File: config.mk
export PLATFORM = sky130hd
export DESIGN_NAME = bf_weight_scheduler_flat
export DESIGN_NICKNAME = d
export VERILOG_FILES = /design/src/rtl/bf_weight_scheduler_pkg.sv /design/src/rtl/bf_weight_scheduler_if.sv /design/src/rtl/bf_weight_scheduler_bank.sv /design/src/rtl/bf_weight_scheduler.sv /design/src/flat_wrapper.sv
export SDC_FILE = /design/constraint.sdc
export NUM_CORES = 1
export LEC_CHECK = 0
export BUFFER_PORTS_ARGS = -buffer_cell sky130_fd_sc_hd__buf_4
export CORE_UTILIZATION = 28
export DETAILED_ROUTE_END_ITERATION = 7
export GPL_TIMING_DRIVEN = 0
export PLACE_DENSITY = 0.42
export SETUP_SLACK_MARGIN = 0.02
export SYNTH_ARGS = -nofsm -noshare
export SYNTH_HDL_FRONTEND = slang
export SYNTH_SLANG_ARGS = --single-unit
File: constraint.sdc
create_clock -name clock -period 3.6 [get_ports clock]
set_input_delay 0.36 -clock clock [delete_from_list [all_inputs] [get_ports clock]]
set_output_delay 0.36 -clock clock [all_outputs]
set_load 0.03 [all_outputs]
File: src/rtl/bf_weight_scheduler_pkg.sv
// bf_ctrl_pkg: shared types and defaults for the beamforming weight scheduler.
//   sched_state_t : scheduler FSM states (IDLE, RUN, ARMED, DRAIN)
//   cweight_t     : one complex weight, signed real/imag halves
//   DEFAULT_*     : default weight width and multiplier pipeline depth
package bf_ctrl_pkg;

    localparam int DEFAULT_WEIGHT_WIDTH = 8;
    localparam int DEFAULT_PIPE_DELAY   = 3;

    typedef enum logic [1:0] {
        IDLE,
        RUN,
        ARMED,
        DRAIN
    } sched_state_t;

    // "real" is a reserved word, hence the short field names.
    typedef struct packed {
        logic signed [DEFAULT_WEIGHT_WIDTH-1:0] re;
        logic signed [DEFAULT_WEIGHT_WIDTH-1:0] im;
    } cweight_t;

endpackage

File: src/rtl/bf_weight_scheduler_if.sv
// bf_weight_scheduler_if: configuration bus and multiplier-handshake tap.
//   cfg_wr_en/cfg_wr_chan/cfg_wr_real/cfg_wr_imag : shadow weight write port
//   cfg_commit      : one-cycle request to swap shadow into active
//   commit_pending  : a commit is waiting for its swap
//   mon_tvalid/mon_tready/mon_tlast : tap of the multiplier input handshake
//   gate_open       : ANDed externally into upstream tready
// master = software/stream side, slave = scheduler.
interface bf_weight_scheduler_if #(
    parameter int CH_WIDTH     = 2,
    parameter int WEIGHT_WIDTH = 8
);

    logic                    cfg_wr_en;
    logic [CH_WIDTH-1:0]     cfg_wr_chan;
    logic [WEIGHT_WIDTH-1:0] cfg_wr_real;
    logic [WEIGHT_WIDTH-1:0] cfg_wr_imag;
    logic                    cfg_commit;
    logic                    commit_pending;
    logic                    mon_tvalid;
    logic                    mon_tready;
    logic                    mon_tlast;
    logic                    gate_open;

    modport master (
        output cfg_wr_en, cfg_wr_chan, cfg_wr_real, cfg_wr_imag, cfg_commit,
        output mon_tvalid, mon_tready, mon_tlast,
        input  commit_pending, gate_open
    );

    modport slave (
        input  cfg_wr_en, cfg_wr_chan, cfg_wr_real, cfg_wr_imag, cfg_commit,
        input  mon_tvalid, mon_tready, mon_tlast,
        output commit_pending, gate_open
    );

endinterface

File: src/rtl/bf_weight_scheduler_bank.sv
// bf_weight_bank: shadow and active complex weight for one channel.
//   clock, resetn : clock and async active-low reset
//   wr_en, wr_data: shadow write port
//   swap          : copy shadow into active on this edge
//   active        : weight currently applied by the multiplier
module bf_weight_bank
    import bf_ctrl_pkg::*;
(
    input  logic     clock,
    input  logic     resetn,
    input  logic     wr_en,
    input  cweight_t wr_data,
    input  logic     swap,
    output cweight_t active
);

    cweight_t shadow;

    // A write and a swap on the same edge: active takes the old shadow,
    // shadow takes the new data (both read pre-edge values).
    always_ff @(posedge clock or negedge resetn) begin
        if (!resetn) begin
            shadow <= '0;
            active <= '0;
        end else begin
            if (swap) begin
                active <= shadow;
            end
            if (wr_en) begin
                shadow <= wr_data;
            end
        end
    end

endmodule

File: src/rtl/bf_weight_scheduler.sv
// bf_weight_scheduler: owns the beamforming weights of NUM_CHANNELS multipliers
// and swaps shadow to active only at a frame boundary after the pipeline drains.
//   clock, resetn : clock and async active-low reset
//   bus           : config write/commit port and multiplier handshake tap (slave)
//   bWeight_real/bWeight_imag : active weights, channel c at [c*WEIGHT_WIDTH +: WEIGHT_WIDTH]
//   swap_done     : one-cycle pulse in the first cycle new weights are active
//   frame_count   : wrapping count of accepted tlast beats
module bf_weight_scheduler
    import bf_ctrl_pkg::*;
#(
    parameter int NUM_CHANNELS = 4,
    parameter int WEIGHT_WIDTH = DEFAULT_WEIGHT_WIDTH,
    parameter int CH_WIDTH     = $clog2(NUM_CHANNELS),
    parameter int PIPE_DELAY   = DEFAULT_PIPE_DELAY,
    parameter int FCNT_WIDTH   = 16
) (
    input  logic                             clock,
    input  logic                             resetn,
    bf_weight_scheduler_if.slave             bus,
    output logic [NUM_CHANNELS*WEIGHT_WIDTH-1:0] bWeight_real,
    output logic [NUM_CHANNELS*WEIGHT_WIDTH-1:0] bWeight_imag,
    output logic                             swap_done,
    output logic [FCNT_WIDTH-1:0]            frame_count
);

    // Drain counter needs at least one bit even for PIPE_DELAY == 1.
    localparam int CNT_WIDTH = (PIPE_DELAY > 1) ? $clog2(PIPE_DELAY) : 1;

    sched_state_t         state, state_n;
    logic [CNT_WIDTH-1:0] drain_cnt, drain_cnt_n;
    logic                 rearm, rearm_n;
    logic                 pending, pending_n;
    logic                 gate_q, gate_n;
    logic                 do_swap;
    logic                 frame_end;
    cweight_t             active_w [NUM_CHANNELS];

    assign frame_end = bus.mon_tvalid && bus.mon_tready && bus.mon_tlast;

    // Next-state logic. In RUN a commit and an fe in the same cycle only arms;
    // the boundary must be a later fe. A commit on the final DRAIN cycle still
    // counts as a re-arm request.
    always_comb begin
        state_n     = state;
        drain_cnt_n = drain_cnt;
        rearm_n     = rearm;
        pending_n   = pending;
        do_swap     = 1'b0;
        unique case (state)
            IDLE: begin
                if (bus.cfg_commit) begin
                    do_swap = 1'b1;
                    state_n = RUN;
                end
            end
            RUN: begin
                if (bus.cfg_commit) begin
                    pending_n = 1'b1;
                    state_n   = ARMED;
                end
            end
            ARMED: begin
                if (frame_end) begin
                    drain_cnt_n = CNT_WIDTH'(PIPE_DELAY - 1);
                    state_n     = DRAIN;
                end
            end
            DRAIN: begin
                if (bus.cfg_commit) begin
                    rearm_n = 1'b1;
                end
                if (drain_cnt == '0) begin
                    do_swap = 1'b1;
                    rearm_n = 1'b0;
                    if (rearm || bus.cfg_commit) begin
                        state_n = ARMED;
                    end else begin
                        pending_n = 1'b0;
                        state_n   = RUN;
                    end
                end else begin
                    drain_cnt_n = drain_cnt - CNT_WIDTH'(1);
                end
            end
            default: begin
                state_n = IDLE;
            end
        endcase
        gate_n = (state_n == RUN) || (state_n == ARMED);
    end

    always_ff @(posedge clock or negedge resetn) begin
        if (!resetn) begin
            state     <= IDLE;
            drain_cnt <= '0;
            rearm     <= 1'b0;
            pending   <= 1'b0;
            gate_q    <= 1'b0;
            swap_done <= 1'b0;
        end else begin
            state     <= state_n;
            drain_cnt <= drain_cnt_n;
            rearm     <= rearm_n;
            pending   <= pending_n;
            gate_q    <= gate_n;
            swap_done <= do_swap;
        end
    end

    always_ff @(posedge clock or negedge resetn) begin
        if (!resetn) begin
            frame_count <= '0;
        end else if (frame_end) begin
            frame_count <= frame_count + FCNT_WIDTH'(1);
        end
    end

    assign bus.gate_open      = gate_q;
    assign bus.commit_pending = pending;

    // Channel indices at or above NUM_CHANNELS match no bank and are dropped.
    for (genvar c = 0; c < NUM_CHANNELS; c++) begin : g_chan
        logic     chan_wr;
        cweight_t wr_data;

        assign chan_wr    = bus.cfg_wr_en && (bus.cfg_wr_chan == CH_WIDTH'(c));
        assign wr_data.re = bus.cfg_wr_real;
        assign wr_data.im = bus.cfg_wr_imag;

        bf_weight_bank u_bank (
            .clock   (clock),
            .resetn  (resetn),
            .wr_en   (chan_wr),
            .wr_data (wr_data),
            .swap    (do_swap),
            .active  (active_w[c])
        );

        assign bWeight_real[c*WEIGHT_WIDTH +: WEIGHT_WIDTH] = active_w[c].re;
        assign bWeight_imag[c*WEIGHT_WIDTH +: WEIGHT_WIDTH] = active_w[c].im;
    end

endmodule

File: src/flat_wrapper.sv
// flat-port wrapper written by rule: the top's interface ports become plain ports
module bf_weight_scheduler_flat import bf_ctrl_pkg::*;
#(
    parameter int NUM_CHANNELS = 4,
    parameter int WEIGHT_WIDTH = DEFAULT_WEIGHT_WIDTH,
    parameter int CH_WIDTH     = $clog2(NUM_CHANNELS),
    parameter int PIPE_DELAY   = DEFAULT_PIPE_DELAY,
    parameter int FCNT_WIDTH   = 16
)
  (clock, resetn, bWeight_real, bWeight_imag, swap_done, frame_count, bus_cfg_wr_en, bus_cfg_wr_chan, bus_cfg_wr_real, bus_cfg_wr_imag, bus_cfg_commit, bus_mon_tvalid, bus_mon_tready, bus_mon_tlast, bus_commit_pending, bus_gate_open);
  bf_weight_scheduler_if #(.CH_WIDTH(CH_WIDTH), .WEIGHT_WIDTH(WEIGHT_WIDTH)) bus_i ();
  input  logic clock;
  input  logic resetn;
  output logic [NUM_CHANNELS*WEIGHT_WIDTH-1:0] bWeight_real;
  output logic [NUM_CHANNELS*WEIGHT_WIDTH-1:0] bWeight_imag;
  output logic swap_done;
  output logic [FCNT_WIDTH-1:0] frame_count;
  input wire logic [$bits(bus_i.cfg_wr_en)-1:0] bus_cfg_wr_en;
  input wire logic [$bits(bus_i.cfg_wr_chan)-1:0] bus_cfg_wr_chan;
  input wire logic [$bits(bus_i.cfg_wr_real)-1:0] bus_cfg_wr_real;
  input wire logic [$bits(bus_i.cfg_wr_imag)-1:0] bus_cfg_wr_imag;
  input wire logic [$bits(bus_i.cfg_commit)-1:0] bus_cfg_commit;
  input wire logic [$bits(bus_i.mon_tvalid)-1:0] bus_mon_tvalid;
  input wire logic [$bits(bus_i.mon_tready)-1:0] bus_mon_tready;
  input wire logic [$bits(bus_i.mon_tlast)-1:0] bus_mon_tlast;
  output wire logic [$bits(bus_i.commit_pending)-1:0] bus_commit_pending;
  output wire logic [$bits(bus_i.gate_open)-1:0] bus_gate_open;
  assign bus_i.cfg_wr_en = bus_cfg_wr_en;
  assign bus_i.cfg_wr_chan = bus_cfg_wr_chan;
  assign bus_i.cfg_wr_real = bus_cfg_wr_real;
  assign bus_i.cfg_wr_imag = bus_cfg_wr_imag;
  assign bus_i.cfg_commit = bus_cfg_commit;
  assign bus_i.mon_tvalid = bus_mon_tvalid;
  assign bus_i.mon_tready = bus_mon_tready;
  assign bus_i.mon_tlast = bus_mon_tlast;
  assign bus_commit_pending = bus_i.commit_pending;
  assign bus_gate_open = bus_i.gate_open;
  bf_weight_scheduler #(.NUM_CHANNELS(NUM_CHANNELS), .WEIGHT_WIDTH(WEIGHT_WIDTH), .CH_WIDTH(CH_WIDTH), .PIPE_DELAY(PIPE_DELAY), .FCNT_WIDTH(FCNT_WIDTH)) u_core (.clock(clock), .resetn(resetn), .bus(bus_i), .bWeight_real(bWeight_real), .bWeight_imag(bWeight_imag), .swap_done(swap_done), .frame_count(frame_count));
endmodule
# Word-level counts from Yosys, hierarchy flattened
# Index checks and enable logic that the tools add are counted.
[classes]
n_addsub = 2
n_mul = 0
div_mod_pow = 0
magnitude_cmp = 0
eq_ne = 13
shifts = 0
n_mux = 17
n_bitwise = 0
n_reduce_logical = 17
[ops]
columns = ["cell", "n"]
rows = [
  ["$add 16x1->16 const B", 1],
  ["$mux 2", 7],
  ["$eq 2x2->1 const B", 5],
  ["$pmux 2 s4", 1],
  ["$eq 2x1->1 const B", 3],
  ["$logic_and 1x1->1", 6],
  ["$logic_not 2->1", 3],
  ["$mux 1", 6],
  ["$ne 2x2->1 const B", 3],
  ["$reduce_bool 2->1", 3],
  ["$ne 2x1->1 const B", 2],
  ["$pmux 1 s2", 2],
  ["$pmux 2 s2", 1],
  ["$reduce_and 4->1", 1],
  ["$reduce_and 3->1", 1],
  ["$logic_or 1x1->1", 2],
  ["$reduce_and 2->1", 1],
  ["$sub 2x1->2 const B", 1],
]
[totals]
register_bits = 152
latch_bits = 0
ram_bits = 0
rom_bits = 0
in_bits = 25
output_inout_bits = 83
word_cells = 72
n_memories = 0

# Logic depth before layout (Yosys ltp)
[logic_depth]
ltp_word = 6
mapped_depth = 8
mapped_depth_nobuf = 6

# Cells and area by module
# Synthesis repeated with hierarchy kept, for this count alone.
[unflattened]
cells_unflattened = 393
area_unflattened_um2 = 6454.9
[modules_own_cells]
columns = ["module", "n_inst", "cells_per_inst", "area_each_um2", "seq_area_each_um2"]
rows = [
  ["bf_weight_bank", 4, 68, 1298.7, 800.8],
  ["bf_weight_scheduler", 1, 121, 1260.0, 600.6],
]

# Worst setup path before layout
# OpenSTA, ideal clock, no wires.
[synth_timing]
kind = "reg-to-reg"
start = "register u_core.drain_cnt[0]"
end = "register u_core.g_chan[0].u_bank.active[0] in the netlist's numbering"
setup_time_ns = 0.125
arrival_time_ns = 1.541
required_ns = 3.475
setup_slack_ns = 1.934
path_stages_with_launch = 9
n_path_buf = 3
synth_period_minus_slack_ns = 1.666
cell_sequence = "dfrtp_1 inv_1 ha_1 buf_4 nand2_1 a21oi_2 buf_6 buf_12 mux2_4"
[synth_between]
elab_chain_cells = 3
[synth_rtl]
columns = ["element", "line", "source"]
rows = [
  ["start, declared", "bf_weight_scheduler.sv:30", "logic [CNT_WIDTH-1:0] drain_cnt, drain_cnt_n;"],
  ["start signal, assigned", "bf_weight_scheduler.sv:102", "drain_cnt <= drain_cnt_n;"],
  ["$logic_not 2->1", "bf_weight_scheduler.sv:72", "if (drain_cnt == '0) begin"],
  ["$mux 1", "bf_weight_scheduler.sv:72", ""],
  ["$pmux 1 s2", "bf_weight_scheduler.sv:49", "unique case (state)"],
  ["end signal, assigned", "bf_weight_scheduler_bank.sv:27", "active <= shadow;"],
  ["end, declared", "bf_weight_scheduler_bank.sv:14", "output cweight_t active"],
]
# No other way between the ends.
# A chain may end at the register's enable or synchronous reset.

# Worst setup path in the final report
[layout_timing]
start = "register u_core.drain_cnt[1]"
end = "register u_core.g_chan[2].u_bank.active[7] in the netlist's numbering"
[layout_between]
elab_chain_cells = 3
[layout_rtl]
columns = ["element", "line"]
rows = [
  ["$logic_not 2->1", "bf_weight_scheduler.sv:72"],
  ["$mux 1", "bf_weight_scheduler.sv:72"],
  ["$pmux 1 s2", "bf_weight_scheduler.sv:49"],
  ["end signal, assigned", "bf_weight_scheduler_bank.sv:27"],
  ["end, declared", "bf_weight_scheduler_bank.sv:14"],
]
# No other way between the ends.

==> impl_summary.txt <==
----------------------------------------------------
[Routing]
  Initial detailed-routing violation count ... 101
  Total met3 wirelength after detailed routing ... 715 um
  Total iterations of the first detailed-routing run ... 4
  Antenna Nets Post-Route ... 0
  Detail-routed net length per standard cell ... 16.90 um
  Count of vias placed by the detailed router ... 3543
  Average via count per standard cell ... 4.385
  Final Routed Wirelength ... 13.66 mm
  Top routing layer in use ... met4
  Met2 wire len ... 6.351 mm
  Wire length on met1 ... 6.474 mm
  Post-route DRC ... 0

[Die]
  I/O pin cnt ... 108
  Height of the chip ... 151.5 um
  Number of cell rows ... 54
  Die outline area ... 22950 um2
  Initial Utilization ... 28.59%
  Die Width ... 151.5 um
  Core Region ... 21890 um2

[Clock tree]
  Root cell of the clock tree ... sky130_fd_sc_hd__clkbuf_16
  Hold-fix buffers at CTS ... 1
  Clock Sinks ... 152
  Deepest clock path buffer count ... 2
  Number of CTS-inserted buffers ... 17
  Post_cts resized ... 0
  TritonCTS clock tree ... yes
  CTS HTree Levels ... 4
  Setup Buffers After CTS ... 0
  Clock insertion delay at the later pin of the skew report ... 0.41 ns
  Clock transition at path regs ... 0.06 ns

[Yosys]
  Area share of the largest cell type after synthesis ... 60.78%
  Number of flops mapped to enable cells by yosys ... 0
  Sequential element share of the synthesized area ... 60.78%
  Synthesized flop and latch total ... 152
  Syn avg cell area ... 16.09 um2
  Syn Nets ... 421
  Most used flip-flop cell after synthesis ... sky130_fd_sc_hd__dfrtp_1
  Dominant cells by area after synthesis ... sky130_fd_sc_hd__dfrtp_1, sky130_fd_sc_hd__mux2_2, sky130_fd_sc_hd__mux2_4, sky130_fd_sc_hd__xnor2_1, sky130_fd_sc_hd__buf_12
  Library cell with the highest instance count after synthesis ... sky130_fd_sc_hd__dfrtp_1
  Most frequent cells after synthesis ... sky130_fd_sc_hd__dfrtp_1, sky130_fd_sc_hd__mux2_2, sky130_fd_sc_hd__mux2_4
  Summed instance area of the synthesized netlist ... 6259 um2
  Area leader, netlist ... sky130_fd_sc_hd__dfrtp_1
  Yosys warning total ... 0
  Share of async-settable or async-resettable flops after synthesis ... 100.0%
  Number of instances in the synthesized netlist ... 389
  Yosys cell types ... 35

[Global route]
  Global-route wire length before repair ... 21.33 mm
  Pin count of the biggest net entering global routing ... 98
  Sum of overflow across all layers after global routing ... 0
  Via count of the first global-routing pass ... 3675
  Initial antenna violation count ... 0
  Total global-route track usage ... 12.75%

[Timing]
  Worst-Margin Slew ... 0.5393 ns
  Unrepaired setup endpoints after global routing ... no
  Worst Clk Skew ... 0.008588 ns
  Worst-case hold slack ... 0.2110 ns
  Total negative setup slack ... 0 ns
  Final Cycle Share ... 52.07%
  Minimum clock period after layout ... 1.875 ns
  Hold Fails Final Rpt ... 0
  Upper clock frequency limit ... 0.5334 GHz
  Worst slew margin relative to its limit ... 64.05%
  Final setup violating endpoints ... 0
  Max-slew violation total from the final report ... 0

[Placed design]
  Placed wire-length estimate ... 9.207 mm
  Gp weighted congestion ... 0.7626
  Total placed cells including tap cells ... 776
  Number of I/O port buffers ... 106

[Layout]
  Area overhead of the layout relative to synthesis ... 28.29%
  Proportion of layout cells with a drive suffix above 1 ... 54.55%
  Final nets ... 548
  Layout Cells excl Fill ... 808
  Diodes inserted ... 0

[Pwr]
  Int Power ... 4.826 mW
  Leakage ... 3.685 nW
  Switching pwr ... 2.619 mW
  Portion of total power attributed to combinational logic ... 40.8%
  PD cells ... 927.4 nW/um2
  Max VDD drop ... 0.3556 mV
  Sequential fraction of design power ... 35.5%
  Switching part of the total ... 35.18%
  Share of power burned in the clock network ... 23.7%

[Worst setup path]
  Master of the slowest instance on the critical path ... sky130_fd_sc_hd__dfrtp_1
  Worst endpoint required time ... 3.90 ns
  Biggest fanout along the worst timing path ... 10
  Signal arrival time at the worst endpoint ... 2.17 ns
  Cell breakdown of the critical path ... inv_1 -> ha_1 -> buf_4 -> nand2_1 -> a21oi_2 -> buf_6 -> buf_12 -> mux2_4
  FF-to-FF setup slack ... 1.73 ns
  Startpoint Class ... register
  Delay of the slowest cell on the worst path ... 0.36 ns
  Critical Path End Type ... register
  Class of the most critical setup path ... register to register

[Flow run]
  Max-cap violation count ... 0

[Outcome]
  Result of the run ... finished, final reports clean

[Hold path]
  Class of the tightest hold or removal check ... input port to register

----------------------------------------------------
-- state kept, by name, summed over array words and instances (netlist names) --
name                         count
u_core.g_chan.u_bank.active     64
u_core.state                     2
u_core.frame_count              16
u_core.rearm                     1
u_core.swap_done                 1
u_core.bus.gate_open             1
u_core.g_chan.u_bank.shadow     64
u_core.drain_cnt                 2
u_core.bus.commit_pending        1
-- worst max-delay path: cells and delay by family (launching register included) --
family | cells | cell delay [ns]
mux | 1 | 0.31
simple gates | 1 | 0.09
fa+ha+maj | 1 | 0.15
compound gates | 1 | 0.17
buf+inv | 4 | 0.68
flops | 1 | 0.36
-- cells by family (layout without fill, tap and decap cells) --
family / count (synthesis) / count (layout) / synth area share, %
DFF: 152 / 152 / 60.78
muxes: 128 / 128 / 25.97
and+or+nand+nor: 47 / 47 / 4.398
buffers and inverters: 21 / 160 / 3.279
AOI/OAI and AO/OA: 18 / 18 / 1.939
xor gates and xnor gates: 16 / 16 / 2.239
adders and majority gates: 7 / 7 / 1.399
-- layout make-up --
type | instances | area, um2
timing repair buffer | 108 | 840.8
sequential | 152 | 3804
inverter | 6 | 22.52
fill | 2120 | 13860
clock inverter | 10 | 118.9
tap | 280 | 350.3
buffer | 15 | 182.7
multi-input combinational | 216 | 2250
clock buffer | 21 | 460.4
-- cells in the final DEF (no fill, tap or decap), types with 2 or more instances in the layout --
| master | Yosys | routed |
|---|---|---|
| sky130_fd_sc_hd__nor3_1 | 2 | 2 |
| sky130_fd_sc_hd__nor2b_1 | 3 | 3 |
| sky130_fd_sc_hd__mux2_2 | 79 | 79 |
| sky130_fd_sc_hd__buf_6 | 4 | 4 |
| sky130_fd_sc_hd__ha_1 | 7 | 7 |
| sky130_fd_sc_hd__buf_12 | 5 | 5 |
| sky130_fd_sc_hd__nand3_1 | 5 | 5 |
| sky130_fd_sc_hd__clkinvlp_4 | 0 | 3 |
| sky130_fd_sc_hd__xor2_1 | 4 | 4 |
| sky130_fd_sc_hd__nand3_2 | 2 | 2 |
| sky130_fd_sc_hd__nand3b_2 | 2 | 2 |
| sky130_fd_sc_hd__clkinv_2 | 0 | 2 |
| sky130_fd_sc_hd__xnor2_1 | 12 | 12 |
| sky130_fd_sc_hd__clkbuf_16 | 0 | 17 |
| sky130_fd_sc_hd__mux2_4 | 49 | 49 |
| sky130_fd_sc_hd__o21ai_0 | 5 | 5 |
| sky130_fd_sc_hd__inv_6 | 0 | 2 |
| sky130_fd_sc_hd__nand4_1 | 4 | 4 |
| sky130_fd_sc_hd__nor2_1 | 6 | 6 |
| sky130_fd_sc_hd__nand2_1 | 13 | 13 |
| sky130_fd_sc_hd__dfrtp_1 | 152 | 152 |
| sky130_fd_sc_hd__bufinv_16 | 0 | 2 |
| sky130_fd_sc_hd__clkbuf_8 | 0 | 2 |
| sky130_fd_sc_hd__and3_1 | 5 | 5 |
| sky130_fd_sc_hd__a21oi_1 | 5 | 5 |
| sky130_fd_sc_hd__buf_4 | 3 | 108 |
| sky130_fd_sc_hd__inv_1 | 6 | 6 |
| sky130_fd_sc_hd__buf_2 | 3 | 3 |
| sky130_fd_sc_hd__clkbuf_1 | 0 | 2 |
-- path summary, 6_finish.rpt --
| kind | start | to | cells after the start |
|---|---|---|---|
| max | u_core.drain_cnt[1] | u_core.g_chan[2].u_bank.active[7] | 8 |
| min | bus_cfg_wr_real[6] | u_core.g_chan[0].u_bank.shadow[14] | 2 |
| max reg2reg | u_core.drain_cnt[1] | u_core.g_chan[2].u_bank.active[7] | 8 |
| min reg2reg | u_core.frame_count[15] | u_core.frame_count[15] | 1 |
| max in group asynchronous | resetn | u_core.g_chan[3].u_bank.shadow[15] | 3 |
| min in group asynchronous | resetn | u_core.g_chan[3].u_bank.active[6] | 2 |
-- per-stage QoR --
stage | setup slack [ns] | total power, mW | util, % | cell area [um2]
floorplan | 1.934 | 4.696 | - | 6259
global placement | 1.338 | 5.709 | 33.82 | 7405
detailed placement | 1.717 | 5.768 | 33.98 | 7440
CTS | 1.696 | 7.577 | 36.68 | 8029
global route | 1.561 | 7.869 | 36.68 | 8029
finish | 1.725 | 7.446 | 36.68 | 8029
-- routing by layer --
layer	vias to the layer above	global-route usage, %
met5	-	0
met4	0	3.861
met3	8	4.251
met2	82	19.32
met1	1829	17.19
li1	1624	-
-- power groups by stage --
stage | clock network [mW] | registers, mW | logic (mW)
global route | 1.90 | 2.73 | 3.24
finish | 1.76 | 2.65 | 3.04
detailed placement | 0 | 2.68 | 3.09
global placement | 0 | 2.66 | 3.05
CTS | 1.83 | 2.66 | 3.10
floorplan | 0 | 3.39 | 1.30
Note: power is estimated with default switching activity, not from simulation.
